===== src/rtl/fetch_align_buffer.sv =====
// Instruction fetch front end: word fetch into a halfword queue, re-aligned into RV32I/RVC instructions.
// Optional build macro FETCH_PERF_CNT_EN adds accepted-instruction and decode-stall counters.
module fetch_align_buffer #(
  parameter logic [31:0] RESET_PC  = 32'h0000_0000,
  parameter int          QDEPTH_HW = 4
) (
  input  logic        clk_i,
  input  logic        rst_i,
  output logic [31:0] rom_addr_o,
  input  logic [31:0] rom_data_i,
  input  logic        redirect_i,
  input  logic [31:0] redirect_pc_i,
  output logic        instr_valid_o,
  input  logic        instr_ready_i,
  output logic [31:0] instr_o,
  output logic [31:0] instr_pc_o,
  output logic        instr_is_rvc_o
`ifdef FETCH_PERF_CNT_EN
  ,
  output logic [31:0] perf_instr_cnt_o,
  output logic [31:0] perf_stall_cnt_o
`endif
);

  localparam int PW = $clog2(QDEPTH_HW);
  localparam int CW = PW + 1;

  logic [15:0]   q [QDEPTH_HW];
  logic [PW-1:0] head, tail;
  logic [CW-1:0] count;
  logic [31:0]   fetch_pc, head_pc;
  logic          skip_lo;

  logic [15:0]   h0, h1;
  logic          is32;
  logic          fetch_en, pop_en;
  logic [CW-1:0] push_n, pop_n;

  assign h0   = q[head];
  assign h1   = q[head + PW'(1)];
  assign is32 = (h0[1:0] == 2'b11);

  assign rom_addr_o     = fetch_pc;
  assign instr_valid_o  = is32 ? (count >= CW'(2)) : (count != '0);
  assign instr_o        = is32 ? {h1, h0} : {16'h0000, h0};
  assign instr_pc_o     = head_pc;
  assign instr_is_rvc_o = !is32;

  // Fetch only when a whole word is guaranteed to fit, judged on count before this cycle's pop.
  assign fetch_en = !rst_i && !redirect_i && (count <= CW'(QDEPTH_HW - 2));
  assign pop_en   = !rst_i && !redirect_i && instr_valid_o && instr_ready_i;
  assign push_n   = fetch_en ? (skip_lo ? CW'(1) : CW'(2)) : '0;
  assign pop_n    = pop_en ? (is32 ? CW'(2) : CW'(1)) : '0;

  always_ff @(posedge clk_i) begin
    if (rst_i) begin
      fetch_pc <= RESET_PC;
      head_pc  <= RESET_PC;
      skip_lo  <= 1'b0;
      count    <= '0;
      head     <= '0;
      tail     <= '0;
      for (int i = 0; i < QDEPTH_HW; i++) q[i] <= '0;
    end else if (redirect_i) begin
      fetch_pc <= {redirect_pc_i[31:2], 2'b00};
      head_pc  <= {redirect_pc_i[31:1], 1'b0};
      skip_lo  <= redirect_pc_i[1];
      count    <= '0;
      head     <= '0;
      tail     <= '0;
    end else begin
      if (fetch_en) begin
        // A redirect to an odd halfword drops the low half of the first word.
        if (skip_lo) begin
          q[tail] <= rom_data_i[31:16];
        end else begin
          q[tail]          <= rom_data_i[15:0];
          q[tail + PW'(1)] <= rom_data_i[31:16];
        end
        tail     <= tail + PW'(push_n);
        fetch_pc <= fetch_pc + 32'd4;
        skip_lo  <= 1'b0;
      end
      if (pop_en) begin
        head    <= head + PW'(pop_n);
        head_pc <= head_pc + (is32 ? 32'd4 : 32'd2);
      end
      count <= count + push_n - pop_n;
    end
  end

`ifdef FETCH_PERF_CNT_EN
  always_ff @(posedge clk_i) begin
    if (rst_i) begin
      perf_instr_cnt_o <= '0;
      perf_stall_cnt_o <= '0;
    end else begin
      if (pop_en) perf_instr_cnt_o <= perf_instr_cnt_o + 32'd1;
      if (instr_ready_i && !instr_valid_o && !redirect_i)
        perf_stall_cnt_o <= perf_stall_cnt_o + 32'd1;
    end
  end
`endif

endmodule


===== config.mk =====
export PLATFORM = sky130hd
export DESIGN_NAME = fetch_align_buffer
export DESIGN_NICKNAME = d
export VERILOG_FILES = /design/src/rtl/fetch_align_buffer.sv
export SDC_FILE = /design/constraint.sdc
export NUM_CORES = 1
export LEC_CHECK = 0
export ABC_AREA = 1
export CAP_MARGIN = 0
export CORE_UTILIZATION = 35
export CTS_CLUSTER_DIAMETER = 60
export DETAILED_ROUTE_END_ITERATION = 10
export GPL_TIMING_DRIVEN = 0
export PLACE_DENSITY = 0.61
export SYNTH_ARGS = -nofsm -noshare
export SYNTH_HDL_FRONTEND = slang
export SYNTH_SLANG_ARGS = --single-unit

===== constraint.sdc =====
create_clock -name clk_i -period 4.9 [get_ports clk_i]
set_input_delay 0.735 -clock clk_i [delete_from_list [all_inputs] [get_ports clk_i]]
set_output_delay 0.735 -clock clk_i [all_outputs]
set_load 0.005 [all_outputs]

==> summary.md <==
| Metric | Value |
|---|---|
| Outcome | `completed` |
| Cell chain of the critical path | `inv_2, nand3_1, nand2_1, nand2_2, buf_2, buf_2, ha_1, inv_1, fa_1, nor2_2, nand2_1, nor2_1, a21oi_1, o21ai_0, nor2_1, nor2_1` |
| Achievable clock frequency | `between 200 and 300 MHz` |
| Grt met2 use | `about two fifths` |
| Global-route met3 utilization | `3.34%` |
| Overall power | `around 3.2 mW` |
| Slowest CP cell | `sky130_fd_sc_hd__dfxtp_1` |
| Aggregate global routing overflow | `0` |
| Synthesized area per cell | `approximately 6.7 µm²` |
| Flops & latches, synth | `around 140` |
| Antenna cells | `0` |
| Cell class contributing the biggest share of worst-path delay | `simple AND/OR/NAND/NOR gates` |
| Startpoint Class | `flop` |
| Arrival time of the worst setup path | `slightly above 4 ns` |
| Path length in cells of the critical path | `16` |
| Crit path buffers/inverters | `4` |
| Worst-case setup margin in the final layout | `~1.1 ns` |
| Worst IR drop on VDD | `about 0.00027 V` |
| Final cell area excluding filler cells | `around 0.011 mm²` |
| Slack of the worst reg-to-reg path | `roughly 1.1 ns` |
| Clock tree buffer depth | `2` |
| Category of the most critical setup path | `flop to flop` |
| Final worst clock skew | `0.0150 ns` |
| Timing endpoint of the critical path | `instr_pc_o[17]` |
| Worst path max stage delay | `about 0.5 ns` |
| Worst relative slew slack | `between 30 and 40%` |
| Cell Rows | `57` |
| Detailed-route DRC error count | `0` |
| Hold Path Class | `flop to flop` |
| Fin. max-slew vios | `0` |
| Die boundary height | `between 150 and 200 µm` |
| Routed wire length per instance | `approximately 18 µm` |
| Instance count after placement with tap cells included | `between 1500 and 2000` |
| Clock root buffer | `sky130_fd_sc_hd__clkbuf_16` |
| Maximum fanout along the worst path | `12` |
| Cell area after placement | `approximately 0.011 mm²` |
| TritonCTS clock tree | `built` |
| Actual slew at the worst max-slew pin | `a little over 0.9 ns` |
| Count of unique library cells instantiated by Yosys | `45` |
| Average vias per placed instance | `~5.3` |
| Drt pass-1 iters | `6` |
| Area of the mapped netlist | `a little under 0.009 mm²` |
| Hold_buf cts | `0` |
| GP Congestion | `between 0.9 and 1` |
| IO buf count | `161` |
| Worst r2r dst | `instr_pc_o[17]` |
| Cells after Synth | `1321` |
| Utilization after layout | `around 47%` |
| Initial Util | `between 30% and 40%` |
| Pin count of the biggest net entering global routing | `17` |
| Setup bufs post-CTS | `0` |
| Worst-skew pair later-pin latency | `about 0.44 ns` |
| Cell occurring most often along the worst timing path | `sky130_fd_sc_hd__nor2_1` |
| Fraction of met1 tracks used by global routing | `about 33%` |
| Number of antenna violations at the first check in global routing | `0` |
| Number of synthesis warnings | `0` |
| Final setup viols | `0` |
| Endpoint class of the critical path | `flop` |
| Final net count | `about 1600` |
| Share of the yosys chip area belonging to registers | `a little under two fifths` |
| Area Overhead vs Synth | `29.4%` |
| Final Non-Filler Cells | `between 1500 and 2000` |
| Max-cap check violation count | `0` |
| Number of vias in the routed layout | `9795` |
| Period Utilization, post-route | `76.8%` |
| Num ports | `approximately 170` |
| Htree depth | `4` |
| Pre-CTS worst setup slack | `about 0.97 ns` |
| Final hold violation count | `0` |
| Global Route Usage Sum | `about a quarter` |
| Clock sinks | `around 140` |
| Standby leakage power | `~4.6 nW` |
| Die Footprint | `about 0.026 mm²` |
| Via count of the first global-routing pass | `between 9000 and 10000` |
| FF-to-FF path depth | `16` |
| Number of buffers created by CTS | `17` |
| Busiest grt layer | `met2` |
| Ratio of total power to cell area | `roughly 280 mW/mm²` |
| Proportion of layout cells with a drive suffix above 1 | `~6.7%` |
| Placeable core region | `around 0.025 mm²` |
| Post-cts gate resize count | `0` |
| Post-DRT Antenna Nets | `0` |
| Time the worst path needs with I/O delays and setup | `3.76 ns` |
| Starting DRC count in detailed routing | `~1000` |
| Routed WL | `~33 mm` |
| Horiz. Die Dim | `between 150 and 200 µm` |
| Clk slew on worst S/H paths | `0.08 ns` |
| HPWL after detailed placement | `roughly 25 mm` |
| First-pass GRT wire length | `between 50 and 60 mm` |
| RSZ-0062 raised after global routing | `false` |
| Worst endpoint required time | `~5.3 ns` |
[state kept, by name, summed over array words and instances (netlist names), named ones only]
name and cells:
q 64, instr_pc_o 31, rom_addr_o 30, count 3
head 2, tail 2, skip_lo 1
[report_power, final]
group | leakage [nW] | switching [mW] | internal, mW
clock | 0.282 | 0.592 | 0.679
combinational | 3.07 | 0.297 | 0.249
sequential | 1.25 | 0.0881 | 1.27
[cell usage in the layout, fill, tap and decap left out, types with 2 or more instances in the layout]
cell,synthesis,final
sky130_fd_sc_hd__inv_6,0,7
sky130_fd_sc_hd__inv_2,6,6
sky130_fd_sc_hd__conb_1,1,3
sky130_fd_sc_hd__buf_1,2,2
sky130_fd_sc_hd__a21oi_2,7,7
sky130_fd_sc_hd__a21boi_0,7,7
sky130_fd_sc_hd__clkbuf_1,29,29
sky130_fd_sc_hd__a21oi_1,53,53
sky130_fd_sc_hd__nand3b_1,2,2
sky130_fd_sc_hd__nor3_1,5,5
sky130_fd_sc_hd__inv_1,131,131
sky130_fd_sc_hd__a22oi_1,16,16
sky130_fd_sc_hd__nor2_4,6,6
sky130_fd_sc_hd__buf_4,9,9
sky130_fd_sc_hd__nand2_1,411,411
sky130_fd_sc_hd__edfxtp_1,64,64
sky130_fd_sc_hd__a31oi_1,30,30
sky130_fd_sc_hd__o21ai_0,67,66
sky130_fd_sc_hd__xnor2_1,3,3
sky130_fd_sc_hd__nor2_1,173,173
sky130_fd_sc_hd__inv_8,0,6
sky130_fd_sc_hd__clkdlybuf4s50_1,0,161
sky130_fd_sc_hd__xor2_1,6,6
sky130_fd_sc_hd__clkinv_1,2,2
sky130_fd_sc_hd__o22ai_1,63,63
sky130_fd_sc_hd__nand2_2,7,7
sky130_fd_sc_hd__ha_1,5,5
sky130_fd_sc_hd__nand4_1,9,9
sky130_fd_sc_hd__nand3_1,91,91
sky130_fd_sc_hd__dfxtp_1,71,71
sky130_fd_sc_hd__buf_6,8,8
sky130_fd_sc_hd__o21bai_1,2,2
sky130_fd_sc_hd__or2_2,2,2
sky130_fd_sc_hd__fa_1,3,3
sky130_fd_sc_hd__nor2_2,4,4
sky130_fd_sc_hd__clkbuf_16,0,17
sky130_fd_sc_hd__buf_2,12,12
sky130_fd_sc_hd__nand3_4,3,3
[synthesized netlist by cell type]
cell type,number,area [µm²]
sky130_fd_sc_hd__nand2_1,411,1540
sky130_fd_sc_hd__nor2_1,173,649
sky130_fd_sc_hd__inv_1,131,492
sky130_fd_sc_hd__nand3_1,91,455
sky130_fd_sc_hd__dfxtp_1,71,1420
sky130_fd_sc_hd__o21ai_0,67,335
sky130_fd_sc_hd__edfxtp_1,64,1920
sky130_fd_sc_hd__o22ai_1,63,394
sky130_fd_sc_hd__a21oi_1,53,265
sky130_fd_sc_hd__a31oi_1,30,188
sky130_fd_sc_hd__clkbuf_1,29,109
sky130_fd_sc_hd__a22oi_1,16,120
sky130_fd_sc_hd__buf_2,12,60.1
sky130_fd_sc_hd__buf_4,9,67.6
sky130_fd_sc_hd__nand4_1,9,56.3
sky130_fd_sc_hd__buf_6,8,90.1
sky130_fd_sc_hd__a21boi_0,7,52.6
sky130_fd_sc_hd__a21oi_2,7,61.3
sky130_fd_sc_hd__nand2_2,7,43.8
sky130_fd_sc_hd__inv_2,6,22.5
sky130_fd_sc_hd__nor2_4,6,67.6
sky130_fd_sc_hd__xor2_1,6,52.6
sky130_fd_sc_hd__ha_1,5,62.6
sky130_fd_sc_hd__nor3_1,5,25.0
sky130_fd_sc_hd__nor2_2,4,25.0
sky130_fd_sc_hd__fa_1,3,60.1
sky130_fd_sc_hd__nand3_4,3,52.6
sky130_fd_sc_hd__xnor2_1,3,26.3
sky130_fd_sc_hd__buf_1,2,7.51
sky130_fd_sc_hd__clkinv_1,2,7.51
sky130_fd_sc_hd__nand3b_1,2,15.0
sky130_fd_sc_hd__o21bai_1,2,15.0
sky130_fd_sc_hd__or2_2,2,12.5
sky130_fd_sc_hd__a211oi_1,1,7.51
sky130_fd_sc_hd__a21boi_1,1,7.51
sky130_fd_sc_hd__conb_1,1,3.75
sky130_fd_sc_hd__nand2_4,1,11.3
sky130_fd_sc_hd__nand3_2,1,10.0
sky130_fd_sc_hd__nor2_8,1,20.0
sky130_fd_sc_hd__nor3b_1,1,7.51
sky130_fd_sc_hd__nor4_1,1,6.26
sky130_fd_sc_hd__o2111ai_1,1,8.76
sky130_fd_sc_hd__o211ai_1,1,7.51
sky130_fd_sc_hd__o31ai_1,1,7.51
sky130_fd_sc_hd__or2_1,1,6.26
[per-stage QoR]
stage | TNS (ns) | hold slack [ns]
4_1_cts | 0 | 0.534
5_1_grt | 0 | 0.553
6_report | 0 | 0.529
3_5_place_dp | 0 | 0.524
2_1_floorplan | 0 | 0.505
3_3_place_gp | -0.219 | 0.524
[worst min path at each step]
stage / from / endpoint / slack (ns) / cells past startpoint
floorplan: count[2] / count[2] / 0.51 / 2
global placement: rom_addr_o[2] / rom_addr_o[2] / 0.52 / 2
detailed placement: rom_addr_o[10] / rom_addr_o[10] / 0.52 / 2
CTS: rom_addr_o[10] / rom_addr_o[10] / 0.53 / 2
global route: rom_addr_o[10] / rom_addr_o[10] / 0.55 / 2
finish: rom_addr_o[10] / rom_addr_o[10] / 0.53 / 2
[cells by family after synthesis]
kind of cell    count (synthesis)  share of synthesized area (%)
flops                         135                           37.6
buf+inv                       199                           9.64
fa+ha+maj                       8                           1.38
xor+xnor                        9                          0.888
compound gates                250                           16.6
simple gates                  719                           33.9
other cells                     1                         0.0422
[final cells by class]
type	instances	area, µm²
clock inverter	15	145
multi-input combinational	989	4690
clock buffer	17	425
buffer	60	334
inverter	139	522
fill	2520	13100
timing repair buffer	162	1630
tap	324	405
sequential	135	3340
[layer usage]
metal	up-vias	share of wire (%)
met5	-	0
met4	0	2.4
met3	48	8.3
met2	520	46
met1	4484	43
li1	4743	-
[worst reg2reg max path: stages (launching register included)]
cell and delay [ns]:
sky130_fd_sc_hd__dfxtp_1 0.49, sky130_fd_sc_hd__inv_2 0.13, sky130_fd_sc_hd__nand3_1 0.11, sky130_fd_sc_hd__nand2_1 0.08, sky130_fd_sc_hd__nand2_2 0.14, sky130_fd_sc_hd__buf_2 0.28, sky130_fd_sc_hd__buf_2 0.38, sky130_fd_sc_hd__ha_1 0.27
sky130_fd_sc_hd__inv_1 0.06, sky130_fd_sc_hd__fa_1 0.46, sky130_fd_sc_hd__nor2_2 0.29, sky130_fd_sc_hd__nand2_1 0.22, sky130_fd_sc_hd__nor2_1 0.32, sky130_fd_sc_hd__a21oi_1 0.11, sky130_fd_sc_hd__o21ai_0 0.23, sky130_fd_sc_hd__nor2_1 0.08
sky130_fd_sc_hd__nor2_1 0.08
Power figures use the tool's default switching activity.
